File: config.mk
export PLATFORM = sky130hd
export DESIGN_NAME = icdf_fold_pipe_flat
export DESIGN_NICKNAME = d
export VERILOG_FILES = /design/src/rtl/icdf_fold_pipe_if.sv /design/src/rtl/icdf_fold_pipe.sv /design/src/flat_wrapper.sv
export SDC_FILE = /design/constraint.sdc
export NUM_CORES = 1
export LEC_CHECK = 0
export ABC_AREA = 1
export BUFFER_PORTS_ARGS = -buffer_cell sky130_fd_sc_hd__buf_4
export CAP_MARGIN = 15
export CORE_ASPECT_RATIO = 0.7
export CORE_MARGIN = 4
export CORE_UTILIZATION = 60
export DETAILED_ROUTE_END_ITERATION = 7
export GPL_TIMING_DRIVEN = 0
export PLACE_DENSITY = 0.86
export SLEW_MARGIN = 20
export SYNTH_ARGS = -nofsm -noshare
export SYNTH_HDL_FRONTEND = slang
export SYNTH_SLANG_ARGS = --single-unit
File: constraint.sdc
create_clock -name clk -period 5.25 [get_ports clk]
set_input_delay 0.2625 -clock clk [delete_from_list [all_inputs] [get_ports clk]]
set_output_delay 0.2625 -clock clk [all_outputs]
set_load 0.05 [all_outputs]
File: src/rtl/icdf_fold_pipe_if.sv
// Beat bus of the inverse-CDF fold stage: LANES Sobol samples in, folded lanes plus flags out.
interface icdf_fold_pipe_if #(
  parameter int WIDTH = 32,
  parameter int LANES = 4,
  parameter int TAG_W = 8
);
  logic                   in_valid;
  logic                   in_ready;
  logic [LANES*WIDTH-1:0] in_u;
  logic [TAG_W-1:0]       in_tag;
  logic                   out_valid;
  logic                   out_ready;
  logic [LANES*WIDTH-1:0] out_x;
  logic [LANES-1:0]       out_negate;
  logic [LANES-1:0]       out_tail;
  logic [LANES-1:0]       out_clamped;
  logic [TAG_W-1:0]       out_tag;

  // The fold stage itself.
  modport slave (
    input  in_valid, in_u, in_tag, out_ready,
    output in_ready, out_valid, out_x, out_negate, out_tail, out_clamped, out_tag
  );

  // Sample source and downstream consumer.
  modport master (
    output in_valid, in_u, in_tag, out_ready,
    input  in_ready, out_valid, out_x, out_negate, out_tail, out_clamped, out_tag
  );
endinterface

File: src/rtl/icdf_fold_pipe.sv
// Multi-lane Sobol fold stage: clamps each sample into (0,1), folds it to (0,0.5]
// and flags negate/tail/clamp, through a two-stage valid/ready pipeline.
module icdf_fold_pipe #(
  parameter int WIDTH = 32,
  parameter int FRAC  = 16,
  parameter int LANES = 4,
  parameter int EPS   = 1,
  parameter int P_LOW = 1589,
  parameter int TAG_W = 8
) (
  input  logic            clk,
  input  logic            rst,
  icdf_fold_pipe_if.slave bus,
  output logic [31:0]     beat_count
);
  typedef logic signed [WIDTH-1:0] sword_t;
  typedef logic        [WIDTH-1:0] uword_t;

  localparam sword_t ONE  = sword_t'(64'd1 << FRAC);
  localparam sword_t HALF = sword_t'(64'd1 << (FRAC - 1));
  localparam sword_t LO   = sword_t'(EPS);
  localparam sword_t HI   = sword_t'((64'd1 << FRAC) - 64'(EPS));
  localparam uword_t TAIL = uword_t'(P_LOW);

  sword_t             in_lane [LANES];
  sword_t             clamp_u [LANES];
  logic [LANES-1:0]   clamp_flag;
  uword_t             fold_x  [LANES];
  logic [LANES-1:0]   fold_neg;
  logic [LANES-1:0]   fold_tail;

  logic               s1_valid_q, s1_valid_d;
  sword_t             s1_u_q [LANES];
  sword_t             s1_u_d [LANES];
  logic [LANES-1:0]   s1_clamped_q, s1_clamped_d;
  logic [TAG_W-1:0]   s1_tag_q, s1_tag_d;

  logic               s2_valid_q, s2_valid_d;
  uword_t             s2_x_q [LANES];
  uword_t             s2_x_d [LANES];
  logic [LANES-1:0]   s2_negate_q, s2_negate_d;
  logic [LANES-1:0]   s2_tail_q, s2_tail_d;
  logic [LANES-1:0]   s2_clamped_q, s2_clamped_d;
  logic [TAG_W-1:0]   s2_tag_q, s2_tag_d;

  logic [31:0]        beat_count_q, beat_count_d;
  logic               s1_load;
  logic               s2_load;
  logic               in_fire;

  // S2 frees up when it is empty or its beat is taken; S1 follows S2, so bubbles collapse.
  assign s2_load      = !s2_valid_q || bus.out_ready;
  assign s1_load      = !s1_valid_q || s2_load;
  assign bus.in_ready = s1_load;
  assign in_fire      = bus.in_valid && s1_load;

  for (genvar g = 0; g < LANES; g++) begin : g_lane_io
    assign in_lane[g]                  = $signed(bus.in_u[g*WIDTH +: WIDTH]);
    assign bus.out_x[g*WIDTH +: WIDTH] = s2_x_q[g];
  end

  // NOTE: every signal written in an always_comb gets a default first, so no latch is inferred.
  always_comb begin
    for (int i = 0; i < LANES; i++) begin
      clamp_u[i]    = in_lane[i];
      clamp_flag[i] = 1'b0;
      if (in_lane[i] < LO) begin
        clamp_u[i]    = LO;
        clamp_flag[i] = 1'b1;
      end else if (in_lane[i] > HI) begin
        clamp_u[i]    = HI;
        clamp_flag[i] = 1'b1;
      end
    end
  end

  // Clamped values lie in [EPS, ONE-EPS], so ONE-u stays positive at WIDTH bits.
  always_comb begin
    for (int i = 0; i < LANES; i++) begin
      if (s1_u_q[i] < HALF) begin
        fold_x[i]   = uword_t'(s1_u_q[i]);
        fold_neg[i] = 1'b1;
      end else begin
        fold_x[i]   = uword_t'(ONE - s1_u_q[i]);
        fold_neg[i] = 1'b0;
      end
      fold_tail[i] = fold_x[i] < TAIL;
    end
  end

  always_comb begin
    s1_valid_d   = s1_valid_q;
    s1_u_d       = s1_u_q;
    s1_clamped_d = s1_clamped_q;
    s1_tag_d     = s1_tag_q;
    s2_valid_d   = s2_valid_q;
    s2_x_d       = s2_x_q;
    s2_negate_d  = s2_negate_q;
    s2_tail_d    = s2_tail_q;
    s2_clamped_d = s2_clamped_q;
    s2_tag_d     = s2_tag_q;
    beat_count_d = beat_count_q;

    if (s1_load) begin
      s1_valid_d = bus.in_valid;
      if (bus.in_valid) begin
        s1_u_d       = clamp_u;
        s1_clamped_d = clamp_flag;
        s1_tag_d     = bus.in_tag;
      end
    end

    // Payload only changes when a real beat moves in, so a stalled output never glitches.
    if (s2_load) begin
      s2_valid_d = s1_valid_q;
      if (s1_valid_q) begin
        s2_x_d       = fold_x;
        s2_negate_d  = fold_neg;
        s2_tail_d    = fold_tail;
        s2_clamped_d = s1_clamped_q;
        s2_tag_d     = s1_tag_q;
      end
    end

    if (in_fire && (beat_count_q != '1)) begin
      beat_count_d = beat_count_q + 32'd1;
    end
  end

  // NOTE: non-blocking assignments, so every register samples the pre-edge values of the others.
  always_ff @(posedge clk) begin
    if (rst) begin
      // NOTE: payload registers are cleared as well, because the outputs must read zero after reset.
      s1_valid_q   <= 1'b0;
      s1_clamped_q <= '0;
      s1_tag_q     <= '0;
      s2_valid_q   <= 1'b0;
      s2_negate_q  <= '0;
      s2_tail_q    <= '0;
      s2_clamped_q <= '0;
      s2_tag_q     <= '0;
      beat_count_q <= '0;
      for (int i = 0; i < LANES; i++) begin
        s1_u_q[i] <= '0;
        s2_x_q[i] <= '0;
      end
    end else begin
      s1_valid_q   <= s1_valid_d;
      s1_u_q       <= s1_u_d;
      s1_clamped_q <= s1_clamped_d;
      s1_tag_q     <= s1_tag_d;
      s2_valid_q   <= s2_valid_d;
      s2_x_q       <= s2_x_d;
      s2_negate_q  <= s2_negate_d;
      s2_tail_q    <= s2_tail_d;
      s2_clamped_q <= s2_clamped_d;
      s2_tag_q     <= s2_tag_d;
      beat_count_q <= beat_count_d;
    end
  end

  assign bus.out_valid   = s2_valid_q;
  assign bus.out_negate  = s2_negate_q;
  assign bus.out_tail    = s2_tail_q;
  assign bus.out_clamped = s2_clamped_q;
  assign bus.out_tag     = s2_tag_q;
  assign beat_count      = beat_count_q;

endmodule
File: src/flat_wrapper.sv
// flat-port wrapper written by rule: the top's interface ports become plain ports
module icdf_fold_pipe_flat 
#(
  parameter int WIDTH = 32,
  parameter int FRAC  = 16,
  parameter int LANES = 4,
  parameter int EPS   = 1,
  parameter int P_LOW = 1589,
  parameter int TAG_W = 8
)
  (clk, rst, beat_count, bus_in_valid, bus_in_u, bus_in_tag, bus_out_ready, bus_in_ready, bus_out_valid, bus_out_x, bus_out_negate, bus_out_tail, bus_out_clamped, bus_out_tag);
  icdf_fold_pipe_if #(.WIDTH(WIDTH), .LANES(LANES), .TAG_W(TAG_W)) bus_i ();
  input  logic clk;
  input  logic rst;
  output logic [31:0] beat_count;
  input wire logic [$bits(bus_i.in_valid)-1:0] bus_in_valid;
  input wire logic [$bits(bus_i.in_u)-1:0] bus_in_u;
  input wire logic [$bits(bus_i.in_tag)-1:0] bus_in_tag;
  input wire logic [$bits(bus_i.out_ready)-1:0] bus_out_ready;
  output wire logic [$bits(bus_i.in_ready)-1:0] bus_in_ready;
  output wire logic [$bits(bus_i.out_valid)-1:0] bus_out_valid;
  output wire logic [$bits(bus_i.out_x)-1:0] bus_out_x;
  output wire logic [$bits(bus_i.out_negate)-1:0] bus_out_negate;
  output wire logic [$bits(bus_i.out_tail)-1:0] bus_out_tail;
  output wire logic [$bits(bus_i.out_clamped)-1:0] bus_out_clamped;
  output wire logic [$bits(bus_i.out_tag)-1:0] bus_out_tag;
  assign bus_i.in_valid = bus_in_valid;
  assign bus_i.in_u = bus_in_u;
  assign bus_i.in_tag = bus_in_tag;
  assign bus_i.out_ready = bus_out_ready;
  assign bus_in_ready = bus_i.in_ready;
  assign bus_out_valid = bus_i.out_valid;
  assign bus_out_x = bus_i.out_x;
  assign bus_out_negate = bus_i.out_negate;
  assign bus_out_tail = bus_i.out_tail;
  assign bus_out_clamped = bus_i.out_clamped;
  assign bus_out_tag = bus_i.out_tag;
  icdf_fold_pipe #(.WIDTH(WIDTH), .FRAC(FRAC), .LANES(LANES), .EPS(EPS), .P_LOW(P_LOW), .TAG_W(TAG_W)) u_core (.clk(clk), .rst(rst), .bus(bus_i), .beat_count(beat_count));
endmodule
## Yosys cells after proc, flatten, opt, wreduce, memory -nomap -nowiden

Index checks and enable logic that the tools add are counted.

- Bits of input ports: 140
- Bits in latches: 0
- Output and inout port bits: 182
- Bits in writable memories: 0
- Memories: 0
- Bits in read-only memories: 0
- Register bits: 322

- Muxes and demuxes: 24
- $lt $le $gt $ge: 16
- Shift-type cells: 0
- Divide/modulo/power cells: 0
- Reduce and logical (&&, ||, !) cells: 8
- Bitwise logic cells: 0
- Add/sub/neg operators: 5
- Equality and inequality tests: 1
- Multipliers: 0

Operators with widths:

| cell | count |
|---|---|
| two-way mux 32 bit | 12 |
| > comparator 32 x 17 -> 1 bit, second input constant | 4 |
| less-than comparator 32 x 11 -> 1 bit, second input constant | 4 |
| less-than comparator 32 x 17 -> 1 bit, second input constant | 4 |
| less-than comparator 32 x 2 -> 1 bit, second input constant | 4 |
| subtractor 18 x 32 -> 32 bit, first input constant | 4 |
| adder 32 x 1 -> 32 bit, second input constant | 1 |
| != test 32 bit, second input constant | 1 |
| two-way mux 1 bit | 12 |
| AND reduction 2 bit | 2 |
| logical AND 1 bit | 2 |
| zero test 1 bit | 2 |
| logical OR 1 bit | 2 |

## Logic depth before layout (Yosys ltp)

- Depth in word-level cells: 5
- Mapped depth: 17

## Least setup slack after synthesis

Ideal clock, no wire load.

- Path kind: register to register
- Start: reg u_core.s2_valid_q (netlist: u_core.bus.out_valid)
- End: reg u_core.beat_count_q[31] (netlist: u_core.beat_count[31])
- Cell stages (with the launch flop): 10
- Path buffers: 2
- Library setup time: 0.132 ns
- Data arrival time: 2.230 ns
- Path slack: 2.888 ns
- Path through: dfxtp_1 > nand3_1 > nand2_1 > clkinv_1 > nand2_2 > inv_2 > buf_2 > buf_2 > nand2_1 > a21oi_1

- Word-level cells in the longest chain between the ends: 5

Ends and longest elaborated chain:

| what | RTL line | RTL |
|---|---|---|
| from (decl) | icdf_fold_pipe.sv:38 | `logic s2_valid_q, s2_valid_d;` |
| from (signal assigned) | icdf_fold_pipe.sv:152 | `s2_valid_q <= s2_valid_d;` |
| zero test 1 bit | icdf_fold_pipe.sv:52 | `assign s2_load = !s2_valid_q \|\| bus.out_ready;` |
| logical OR 1 bit | icdf_fold_pipe.sv:52 |  |
| logical OR 1 bit | icdf_fold_pipe.sv:53 | `assign s1_load = !s1_valid_q \|\| s2_load;` |
| net bus_in_ready | flat_wrapper.sv:20 | `output wire logic [$bits(bus_i.in_ready)-1:0] bus_in_ready;` |
| logical AND 1 bit | icdf_fold_pipe.sv:55 | `assign in_fire = bus.in_valid && s1_load;` |
| logical AND 1 bit | icdf_fold_pipe.sv:125 | `if (in_fire && (beat_count_q != '1)) begin` |
| to (signal assigned) | icdf_fold_pipe.sv:158 | `beat_count_q <= beat_count_d;` |
| to (decl) | icdf_fold_pipe.sv:46 | `logic [31:0] beat_count_q, beat_count_d;` |

The timed path passes the listed nets, and every way through them passes these cells.
A chain may end at the register's enable or synchronous reset.

## Worst setup path in the final report

- Start: reg u_core.s2_valid_q (netlist: u_core.bus.out_valid)
- End: reg u_core.s2_tag_q[4] (netlist: u_core.bus.out_tag[4])

- Word-level cells in the longest chain between the ends: 3

Ends and longest elaborated chain:

| what | RTL line | RTL |
|---|---|---|
| zero test 1 bit | icdf_fold_pipe.sv:52 |  |
| logical OR 1 bit | icdf_fold_pipe.sv:52 |  |
| AND reduction 2 bit (no source line) | n/a |  |
| to (signal assigned) | icdf_fold_pipe.sv:157 | `s2_tag_q <= s2_tag_d;` |
| to (decl) | icdf_fold_pipe.sv:44 | `logic [TAG_W-1:0] s2_tag_q, s2_tag_d;` |

No other way between the ends.

==> results.yml <==
outcome:
  status: "complete, but fails checks"
  violations: "DRC"
routing:
  routedWlPerCell_um: 19.3
  drt_iter0_markers: 2379
  antenna_left: 0
  vias: 19115
  via_per_inst: 5.85
  route.detailed.drc: 17
  drt_wl_total_mm: 63.1
  drtPass1Iterations: 8
timing:
  period_share_pct: 53.3
  finalSetupViolations: 0
  clock.fmax_mhz: 357
  slew_violations: 0
  finalCriticalPeriod_ns: 2.80
  worstMarginPinSlew_ns: 1.06
  rsz0062_at_grt: "no"
  hold_viol_final: 0
  holdWs_ns: 0.000309
  tns_ns: 0
  slew_headroom_pct: 29.4
  fin_skew_ns: 0.0125
yosys:
  synthAdderAreaFrac_pct: 0.377
  synth.distinct_cells: 50
  synth_seq_cells: 322
  synth_fp_nets: 2642
  synth-compound-area-share_pct: 14.6
  synth_top_family_by_area: "simple AND/OR/NAND/NOR gates"
  netlist_area_mm2: 0.0166
  syn_inst: 2497
  yosysWarnings: 0
  synth_mux_area_share_pct: 0
  synthXorXnorAreaFrac_pct: 4.44
  ys_seq_area_share_pct: 38.9
  syn_avg_cell_area_um2: 6.64
  synth-simple-area-share_pct: 32.2
power:
  netSwitchingPower_uw: 2000
  p_comb_share_pct: 20.1
  switching_share_pct: 31.3
  p_seq_share_pct: 41.7
  peakVddDrop_mv: 0.254
  power_density_mw_per_mm2: 307
  internal_power_uw: 4390
  p_leak_uw: 0.0101
  pwr-share-clk_pct: 38.2
die:
  die_w_um: 207
  core_area_mm2: 0.0270
  fp-row-count: 50
  io_pins: 322
  die_h_um: 147
  die-area_mm2: 0.0304
  start_util_pct: 61.5
clock_network:
  htreeDepth: 1
  clkTransAtPathRegs_ns: 0.07
  hold_buffers: 30
  clockRootBuffer: "clkbuf_16"
  clock_path_buffers: 3
  insertion_delay_ns: 0.58
  cts_setup_buffers: 0
  postCtsResizedCells: 0
  cts_made_buffers: 30
  cts_tree: "yes"
  cts.sinks: 322
worst_setup_path:
  crit_type: "flop to flop"
  cp-start-kind: "flop"
  worstPathRequired_ns: 5.76
  path_max_fanout: 10
  crit_slowest_cell: "buf_1"
  arrival_ns: 3.31
  worstSetupEndpointType: "flop"
  slowest_delay_ns: 0.67
  path_cells: "nand2_1 > nand2_1 > buf_2 > inv_2 > buf_2 > buf_1 > nor2_1 > nor2_1"
  critical_path.top_delay_family: "buffers and inverters"
  critPathBufInv: 4
cells_and_area:
  final_nets: 3024
  instances_no_fill: 3268
  fill_cells: 2022
  drive_above_1_share_pct: 16.3
  regArea_mm2: 0.00645
  multi_input_area_mm2: 0.00855
  area_growth_pct: 25.7
global_routing:
  grt_pass1_vias: 17618
  grt.total_usage_pct: 39.4
  gr-total-overflow: 0
  grt_max_degree: 16
  grt_pass1_wl_mm: 95.9
  antenna_found_initial: 0
place:
  gp_congestion: 1.00
  io_buffers: 320
  place_hpwl_mm: 47.1
  dp_cells: 3181
job:
  drv_cap: 0
hold_path:
  hold_path_class: "primary input to flop"
## cell usage after synthesis (all sizes together)
cell    instances  area, µm²
o211a           2       20.0
xor2           73        639
a211oi          3       22.5
or2             2       12.5
o21a            4       31.3
nor3           84        442
or3             1       6.26
o21ai         244       1230
o21bai          3       22.5
a31oi           5       31.3
nand2         508       1970
nor2b           1       6.26
buf            38        216
clkinv          2       7.51
o211ai         32        240
nor4           44        290
ha              5       62.6
nor2          441       1740
a21oi         145        748
dfxtp         322       6450
nand4          38        238
o31ai           4       30.0
nor3b           1       7.51
xnor2          11       96.3
and3            1       6.26
clkbuf         74        278
nand3b          6       45.0
inv           287       1080
a21o            1       7.51
o221ai          2       17.5
nand3         112        576
o22ai           1       12.5
## cells in the final DEF (no fill, tap or decap), types with 9 or more instances in the layout
master         instances
nor2_2                17
nand3_1              109
xor2_1                73
buf_1                 12
nor3_1                81
dfxtp_1              322
o21ai_0              211
buf_2                 17
buf_4                324
nand4_1               38
dlygate4sd3_1         30
nand2_1              494
o211ai_1              32
inv_2                 19
inv_1                267
clkbuf_1              77
clkbuf_16             31
a21oi_1              141
o21ai_1               30
nand2_2                9
nor2_1               418
xnor2_1               11
nor4_1                43
## final timing paths
check	startpoint	cells after the start	endpoint	slack [ns]
worst max-delay path	u_core.bus.out_valid$_SDFFE_PP0P_	8	u_core.bus.out_tag[4]$_SDFFE_PP0P_	2.45
worst min-delay path	bus_in_u[103]	3	u_core.s1_u_q[7]$_SDFFE_PP0P_	0.0003
worst min register to register	u_core.s1_clamped_q[3]$_SDFFE_PP0P_	2	u_core.s1_clamped_q[3]$_SDFFE_PP0P_	0.47
worst max register to register	u_core.bus.out_valid$_SDFFE_PP0P_	8	u_core.bus.out_tag[4]$_SDFFE_PP0P_	2.45
## layout make-up
cell class                 instances  area share (%)
antenna                            1          0.0120
clock inverter                    14           0.955
tap                              364            2.19
buffer                           112            2.37
multi-input combinational       1774            41.0
sequential                       322            30.9
inverter                         289            5.22
clock buffer                      42            4.31
timing repair buffer             350            13.0
## power groups by stage
| stage | logic, µW | clock network [µW] | registers, µW |
|---|---|---|---|
| 2_1_floorplan | 525 | 0 | 2960 |
| 3_3_place_gp | 1200 | 0 | 2710 |
| 3_5_place_dp | 1220 | 0 | 2710 |
| 4_1_cts | 1250 | 2430 | 2660 |
| 5_1_grt | 1370 | 2530 | 2670 |
| 6_report | 1280 | 2450 | 2670 |
## per-stage QoR
| stage | setup slack, ns | utilization [%] | power (µW) | instance area [µm²] |
|---|---|---|---|---|
| 6_report | 2.45 | 77.3 | 6400 | 20800 |
| 5_1_grt | 2.42 | 77.3 | 6570 | 20800 |
| 4_1_cts | 2.69 | 77.3 | 6340 | 20800 |
| 3_5_place_dp | 2.66 | 72.1 | 3940 | 19400 |
| 3_3_place_gp | 2.70 | 72.1 | 3910 | 19400 |
| 2_1_floorplan | 2.89 | - | 3490 | 16600 |
## worst reg2reg max path: cells and delay by family (launching register included)
| family | cells | cell delay, ns |
|---|---|---|
| simple gates | 4 | 0.68 |
| buf+inv | 4 | 1.75 |
| flops | 1 | 0.32 |
## flip-flops by register name, indices dropped and copies added, names as in the netlist
name and cells:
u_core.bus.out_negate 4, u_core.s1_tag_q 8, u_core.s1_u_q 128, u_core.bus.out_x 128, u_core.beat_count 32, u_core.bus.out_valid 1
u_core.s1_clamped_q 4, u_core.bus.out_clamped 4, u_core.bus.out_tag 8, u_core.s1_valid_q 1, u_core.bus.out_tail 4
## metal layers
layer	wire, µm	up-vias	GRT usage [%]
met5	0	-	0
met4	2400	0	12.7
met3	8580	195	11.2
met2	26500	1299	59.1
met1	25600	8779	55.1
li1	-	8842	-
## cell families (layout without fill, tap and decap cells)
logic type / count (synthesis) / after routing
adders and majority gates: 5 / 5
and+or+nand+nor: 1239 / 1239
xor gates and xnor gates: 84 / 84
DFF: 322 / 322
buffers and inverters: 401 / 807
other: 0 / 1
AOI/OAI and AO/OA: 446 / 446
Note: power is estimated with default switching activity, not from simulation.
